===== config.mk =====
export PLATFORM = sky130hd
export DESIGN_NAME = ahb_decoder_param
export DESIGN_NICKNAME = d
export VERILOG_FILES = /design/src/rtl/ahb_decoder_param.sv
export SDC_FILE = /design/constraint.sdc
export NUM_CORES = 1
export LEC_CHECK = 0
export ABC_AREA = 1
export BUFFER_PORTS_ARGS = -buffer_cell sky130_fd_sc_hd__buf_4
export CORE_MARGIN = 2
export CORE_UTILIZATION = 38
export CTS_CLUSTER_SIZE = 12
export DETAILED_ROUTE_END_ITERATION = 16
export GPL_ROUTABILITY_DRIVEN = 0
export PLACE_DENSITY = 0.76
export SYNTH_ARGS = -nofsm -noshare
export SYNTH_HDL_FRONTEND = slang
export SYNTH_SLANG_ARGS = --single-unit
export TNS_END_PERCENT = 20

===== constraint.sdc =====
create_clock -name hclk -period 1.3 [get_ports hclk]
set_clock_uncertainty 0.1 [all_clocks]
set_input_delay 0.13 -clock hclk [delete_from_list [all_inputs] [get_ports hclk]]
set_output_delay 0.13 -clock hclk [all_outputs]
set_load 0.02 [all_outputs]

===== src/rtl/ahb_decoder_param.sv =====
// AHB address decoder for one bus-matrix master port: region decode with
// lowest-index priority, optional boot remap, registered data-phase selects,
// an integrated two-cycle ERROR default slave and a saturating error counter.
module ahb_decoder_param #(
  parameter int unsigned AHB_ADDR_WIDTH = 32,
  parameter int unsigned SLAVE_NUM      = 4,
  parameter logic [SLAVE_NUM-1:0][AHB_ADDR_WIDTH-1:0] LOW_ADDR  = '0,
  parameter logic [SLAVE_NUM-1:0][AHB_ADDR_WIDTH-1:0] HIGH_ADDR = '0,
  parameter bit          REMAP_EN       = 1'b0,
  parameter logic [31:0] REMAP_SIZE     = 32'h0000_1000,
  parameter int unsigned REMAP_SLAVE    = 0,
  parameter int unsigned CNT_WIDTH      = 8
) (
  input  logic                      hclk,
  input  logic                      hreset_n,
  input  logic [AHB_ADDR_WIDTH-1:0] haddr,
  input  logic [1:0]                htrans,
  input  logic                      hready,
  input  logic                      hremap,
  input  logic                      err_clr,
  output logic [SLAVE_NUM-1:0]      hreq,
  output logic                      default_slv_sel,
  output logic [SLAVE_NUM-1:0]      data_sel,
  output logic                      data_default_sel,
  output logic                      def_hready_out,
  output logic [1:0]                def_hresp,
  output logic [CNT_WIDTH-1:0]      err_cnt
);

  typedef enum logic [1:0] {
    HT_IDLE   = 2'b00,
    HT_BUSY   = 2'b01,
    HT_NONSEQ = 2'b10,
    HT_SEQ    = 2'b11
  } htrans_e;

  typedef enum logic [1:0] {
    D_IDLE = 2'b00,
    D_ERR1 = 2'b01,
    D_ERR2 = 2'b10
  } def_state_e;

  localparam logic [1:0] RESP_OKAY  = 2'b00;
  localparam logic [1:0] RESP_ERROR = 2'b01;

  // Remap window compare is done at the wider of address and REMAP_SIZE widths
  localparam int unsigned CMP_W = (AHB_ADDR_WIDTH > 32) ? AHB_ADDR_WIDTH : 32;

  logic                 active;
  logic                 remap_hit;
  logic                 match_found;
  logic [SLAVE_NUM-1:0] hit;

  logic [SLAVE_NUM-1:0] data_sel_q, data_sel_d;
  logic                 data_default_sel_q, data_default_sel_d;
  def_state_e           state_q, state_d;
  logic [CNT_WIDTH-1:0] err_cnt_q, err_cnt_d;

  logic                 unmapped_accept;

  // Address-phase decode: remap window first, then lowest-index region match
  always_comb begin
    active      = (htrans == HT_NONSEQ) || (htrans == HT_SEQ);
    remap_hit   = REMAP_EN && hremap &&
                  (CMP_W'(haddr) < CMP_W'(REMAP_SIZE));
    match_found = 1'b0;
    hit         = '0;
    if (remap_hit) begin
      hit[REMAP_SLAVE] = 1'b1;
      match_found      = 1'b1;
    end else begin
      for (int unsigned i = 0; i < SLAVE_NUM; i++) begin
        if (!match_found && (haddr >= LOW_ADDR[i]) && (haddr <= HIGH_ADDR[i])) begin
          hit[i]      = 1'b1;
          match_found = 1'b1;
        end
      end
    end
    hreq            = active ? hit : '0;
    default_slv_sel = active && !match_found;
    unmapped_accept = hready && default_slv_sel;
  end

  // Data-phase selects advance only when the bus accepts the address phase
  always_comb begin
    data_sel_d         = data_sel_q;
    data_default_sel_d = data_default_sel_q;
    if (hready) begin
      data_sel_d         = hreq;
      data_default_sel_d = default_slv_sel;
    end
  end

  // Default slave next-state: two-cycle ERROR, re-entered for back-to-back misses
  always_comb begin
    state_d = D_IDLE;
    unique case (state_q)
      D_IDLE:  state_d = unmapped_accept ? D_ERR1 : D_IDLE;
      D_ERR1:  state_d = D_ERR2;
      D_ERR2:  state_d = unmapped_accept ? D_ERR1 : D_IDLE;
      default: state_d = D_IDLE;
    endcase
  end

  // Default slave response outputs
  always_comb begin
    def_hready_out = 1'b1;
    def_hresp      = RESP_OKAY;
    unique case (state_q)
      D_IDLE: begin
        def_hready_out = 1'b1;
        def_hresp      = RESP_OKAY;
      end
      D_ERR1: begin
        def_hready_out = 1'b0;
        def_hresp      = RESP_ERROR;
      end
      D_ERR2: begin
        def_hready_out = 1'b1;
        def_hresp      = RESP_ERROR;
      end
      default: begin
        def_hready_out = 1'b1;
        def_hresp      = RESP_OKAY;
      end
    endcase
  end

  // Saturating error counter; clear wins over increment
  always_comb begin
    err_cnt_d = err_cnt_q;
    if (err_clr) begin
      err_cnt_d = '0;
    end else if (unmapped_accept && (err_cnt_q != '1)) begin
      err_cnt_d = err_cnt_q + CNT_WIDTH'(1);
    end
  end

  // State registers with synchronous active-low reset
  always_ff @(posedge hclk) begin
    if (!hreset_n) begin
      data_sel_q         <= '0;
      data_default_sel_q <= 1'b0;
      state_q            <= D_IDLE;
      err_cnt_q          <= '0;
    end else begin
      data_sel_q         <= data_sel_d;
      data_default_sel_q <= data_default_sel_d;
      state_q            <= state_d;
      err_cnt_q          <= err_cnt_d;
    end
  end

  assign data_sel         = data_sel_q;
  assign data_default_sel = data_default_sel_q;
  assign err_cnt          = err_cnt_q;

endmodule


Yosys cells after proc, flatten, opt, wreduce, memory -nomap -nowiden
Cells that the tools add are included.
- register bits: 15
- bits of input ports: 39
- add/sub/neg operators: 1
- magnitude comparators: 2
- equal/unequal tests: 5
- mux-type cells: 12
- bitwise gates (word level): 1
- reductions and logical operators: 19
- operators by type and width (cell ; count):
    $ge 32x1->1 const B ; 1
    $le 32x1->1 const B ; 1
    $logic_and 1x1->1 ; 10
    $mux 1 ; 10
    $add 8x1->8 const B ; 1
    $ne 8x8->1 const B ; 1
    $eq 2x2->1 const B ; 3
    $reduce_or 2->1 ; 3
    $logic_not 1->1 ; 4
    $mux 4 ; 1
    $pmux 2 s2 ; 1
    $eq 2x1->1 const B ; 1
    $logic_not 2->1 ; 1
    $logic_or 1x1->1 ; 1
    $not 1->1 ; 1

Logic depth before layout (Yosys ltp)
- depth after elaboration: 20
- gate-level depth with buffers: 10
- depth with buffers taken out: 10

Least setup slack after synthesis
OpenSTA, ideal clock, no wires.
- path type: reg-to-reg
- start: register err_cnt_q[1] (netlist: err_cnt[1])
- end: register err_cnt_q[0] (netlist: err_cnt[0])
- setup time: 114 ps
- arrival time: 1299 ps
- required time: 1086 ps
- path slack: -213 ps
- stages on the path, launching flop included: 9
- buffers on the path: 0
- period minus slack after synthesis: 1513 ps
- path through: dfxtp_1 -> ha_1 -> nand2_2 -> nor2_1 -> nand2_2 -> nand4_2 -> nand2_1 -> nand2_1 -> nor2_1
- longest elaborated chain between the ends: 2
- RTL lines (element ; RTL line ; source):
    from (decl) ; 57 ; logic [CNT_WIDTH-1:0] err_cnt_q, err_cnt_d;
    from (signal assigned) ; 150 ; err_cnt_q <= err_cnt_d;
    $ne 8x8->1 ; 134 ; end else if (unmapped_accept && (err_cnt_q != '1)) begin
    $logic_and 1x1->1 ; 134 ;
No other way between the ends.
A chain may end at the register's enable or synchronous reset.

Final worst setup path
- start: register err_cnt_q[5] (netlist: err_cnt[5])
- end: register err_cnt_q[5] (netlist: err_cnt[5])
- longest elaborated chain between the ends: 2
- RTL lines (element):
    branches (longest 2 deep; another with $add 8x1->8)
Several ways; the timed one is not identified.

==> results.tsv <==
metric	value	unit
hp-start	hreset_n	
p_seq_frac	0.414	
routed_wirelength	2540	µm
syn_to_final_growth	61.06	%
hp-class	primary input to flop	
syn-mean-instance-area	6.515	µm²
synth-edff-count	0	
yosysTopAreaCell	dfxtp_1	
viasPerCell	4.547	
antenna_found_initial	0	
cts_tree	built	
antenna_left	0	
placed_cells	225	
dr.pass1.iters	4	
die_h	53.86	µm
synth_area_leaders	dfxtp_1 25%, nor2_1 14%, nand2_1 12%	
netlist_instances	145	
hold-path-cell-count	3	
drive_gt1_frac	0.5098	
row_count	18	
cts_root_buffer	clkbuf_4	
p_total	0.9216	mW
hold_viol_final	0	
syn-cell-area	944.7	µm²
yosys.area.top_type_share	0.2543	
whs_endpoint	data_sel[0]$_SDFFE_PN0P_	
setup_viol	5	
io_pins	60	
pre_cts_slack	-0.02912	ns
core_area	2410	µm²
wire_per_inst	10.85	µm
start_kind	flop	
io_buffers	50	
insertion_delay	0.28	ns
drv_slew	0	
grt_max_degree	11	
leakagePower	0.8022	nW
worstSetupPathType	flop to flop	
yosysUniqueCellTypes	23	
final.min_clock_period	1.319	ns
dp_hpwl	1964	µm
p_sw	0.2566	mW
die_width	53.86	µm
rr_endpoint	err_cnt[5]$_SDFFE_PP0P_	
switching_share	0.2785	
cp_top_family	simple AND/OR/NAND/NOR gates	
n_antenna_cell	0	
yosysMostFrequentCell	nor2_1	
route.detailed.drc	0	
synth-main-ff-cell	dfxtp_1	
combPwrFrac	0.251	
pwr_density_cell	605.7	nW/µm²
dieArea	2901	µm²
drtIter0Drc	12	
h-tree-depth	1	
numClockSinks	12	
end_kind	flop	
synthArstFlopShare	0	
finalCritPeriodShare	1.015	
crit_buf_inv	2	
max_cap_viol_count	0	
grt_pass1_wl	3746	µm
violations	setup timing	
nets	250	
clkPwrFrac	0.335	
max_stage_delay	0.37	ns
clockBufferDepth	2	
vias	1064	
vdd_ir_drop_max	0.5708	mV
cts.reportedPaths.clkPinSlew	0.08	ns
grt_overflow	0	
fmax	0.7580	GHz
reg2reg_slack	-0.02	ns
cp_max_fo	4	
cts_buffers	3	
slowest_stage	dfxtp_2	
cp_data_required_time	1.39	ns
grtUsageTotal	0.1760	
yosysWarnings	0	
synth_seq_area_share	0.2543	
regToRegStartpoint	err_cnt[5]$_SDFFE_PP0P_	
finalWorstSetupSlack	-0.01930	ns
rr_worst_depth	9	
rsz0062_at_grt	yes	
internal-power	0.6650	mW
finalNonFillerCells	234	
status	complete, but fails checks	
whs	0.002430	ns
initial_core_util	0.3920	
synthTopCellsByCount	35 x nor2_1, 31 x nand2_1, 16 x inv_1	
crit_arrival	1.41	ns
grt_pass1_vias	990	
ys_ff_latch	12	
timing.critical_path.cells	nand2_2 -> nor3_4 -> nand2_2 -> nand2_1 -> inv_2 -> nand4_1 -> nand2_1 -> inv_2 -> nor2_2	
routing by layer:
metal	global-route usage	vias up	wire, µm
met5	0	-	0
li1	-	544	-
met3	0.02222	7	229
met4	0.08974	0	55
met2	0.3252	44	1282
met1	0.1939	469	972
final cells by class:
type	count	area, µm²
multi-input combinational	110	668.1
clock buffer	4	36.28
inverter	21	78.83
tap	30	37.54
fill	214	888.4
sequential	12	259.0
timing repair buffer	57	441.7
stage by stage:
stage | utilization | setup TNS (ns) | instance area, µm²
CTS | 0.6012 | -0.1505 | 1449
floorplan | - | -0.01883 | 1005
global placement | 0.5706 | 0 | 1375
detailed placement | 0.5706 | -0.1007 | 1375
global route | 0.6314 | -0.6477 | 1521
finish | 0.6314 | -0.03755 | 1521
sequential cells by signal (all words and copies together), names as in the netlist:
signal / flops
data_default_sel: 1
data_sel: 1
err_cnt: 8
state_q: 2
how the worst max path moves through the flow:
stage,from,end,cells after the start
final,err_cnt[5]$_SDFFE_PP0P_,err_cnt[5]$_SDFFE_PP0P_,9
after global routing,err_cnt[5]$_SDFFE_PP0P_,err_cnt[5]$_SDFFE_PP0P_,9
after global placement,err_cnt[1]$_SDFFE_PP0P_,err_cnt[5]$_SDFFE_PP0P_,10
after CTS,err_cnt[1]$_SDFFE_PP0P_,err_cnt[3]$_SDFFE_PP0P_,8
after detailed placement,err_cnt[1]$_SDFFE_PP0P_,err_cnt[3]$_SDFFE_PP0P_,8
after floorplan,err_cnt[1]$_SDFFE_PP0P_,err_cnt[5]$_SDFFE_PP0P_,10
cells in the final DEF, fill, tap and decap left out:
master         count
nand3_2            1
nand4_4            1
nor3_4             1
o21a_1             1
clkbuf_4           3
dfxtp_4            3
a21oi_2            1
nand2_2            6
ha_1               3
a21oi_1            2
inv_2              9
conb_1             7
buf_6              3
inv_1             12
nor4_4             1
nand2_4            2
xor2_1             2
ha_4               3
clkbuf_8           1
nor3_1             1
o21ai_0            2
dlygate4sd3_1      1
nor2_4             3
nor3_2             1
nand4_1            5
nor2_2             6
nand2_1           29
nor2_1            32
dfxtp_2            6
buf_4             53
dfxtp_1            3
cells by family (layout without fill, tap and decap cells):
family,Yosys count,in the layout,share of synthesized area
simple gates,89,89,0.4649
buf+inv,29,82,0.1444
fa+ha+maj,6,6,0.07947
other cells,1,7,0.003970
flops,12,12,0.2543
compound gates,6,6,0.03444
xor+xnor,2,2,0.01855
worst reg2reg max path, cell delays in order (launching register included):
cell and delay [ns]:
dfxtp_2 0.37, nand2_2 0.08, nor3_4 0.24, nand2_2 0.11
nand2_1 0.08, inv_2 0.04, nand4_1 0.05, nand2_1 0.07
inv_2 0.06, nor2_2 0.03
repair_timing:
| item | CTS | global route |
|---|---|---|
| pin swaps | 1 | 10 |
| resized for setup | 6 | 15 |
| setup endpoints to repair | 8 | 11 |
| hold buffers | 1 | 0 |
| hold endpoints to repair | 1 | 0 |
| setup buffers | 2 | 2 |
power groups by stage:
stage	Sequential [mW]	Clock [mW]	Combinational (mW)
5_1_grt	0.383	0.329	0.254
3_3_place_gp	0.391	0	0.206
3_5_place_dp	0.392	0	0.214
2_1_floorplan	0.400	0	0.102
4_1_cts	0.382	0.306	0.225
6_report	0.381	0.309	0.231
(Power assumes the default switching activity.)
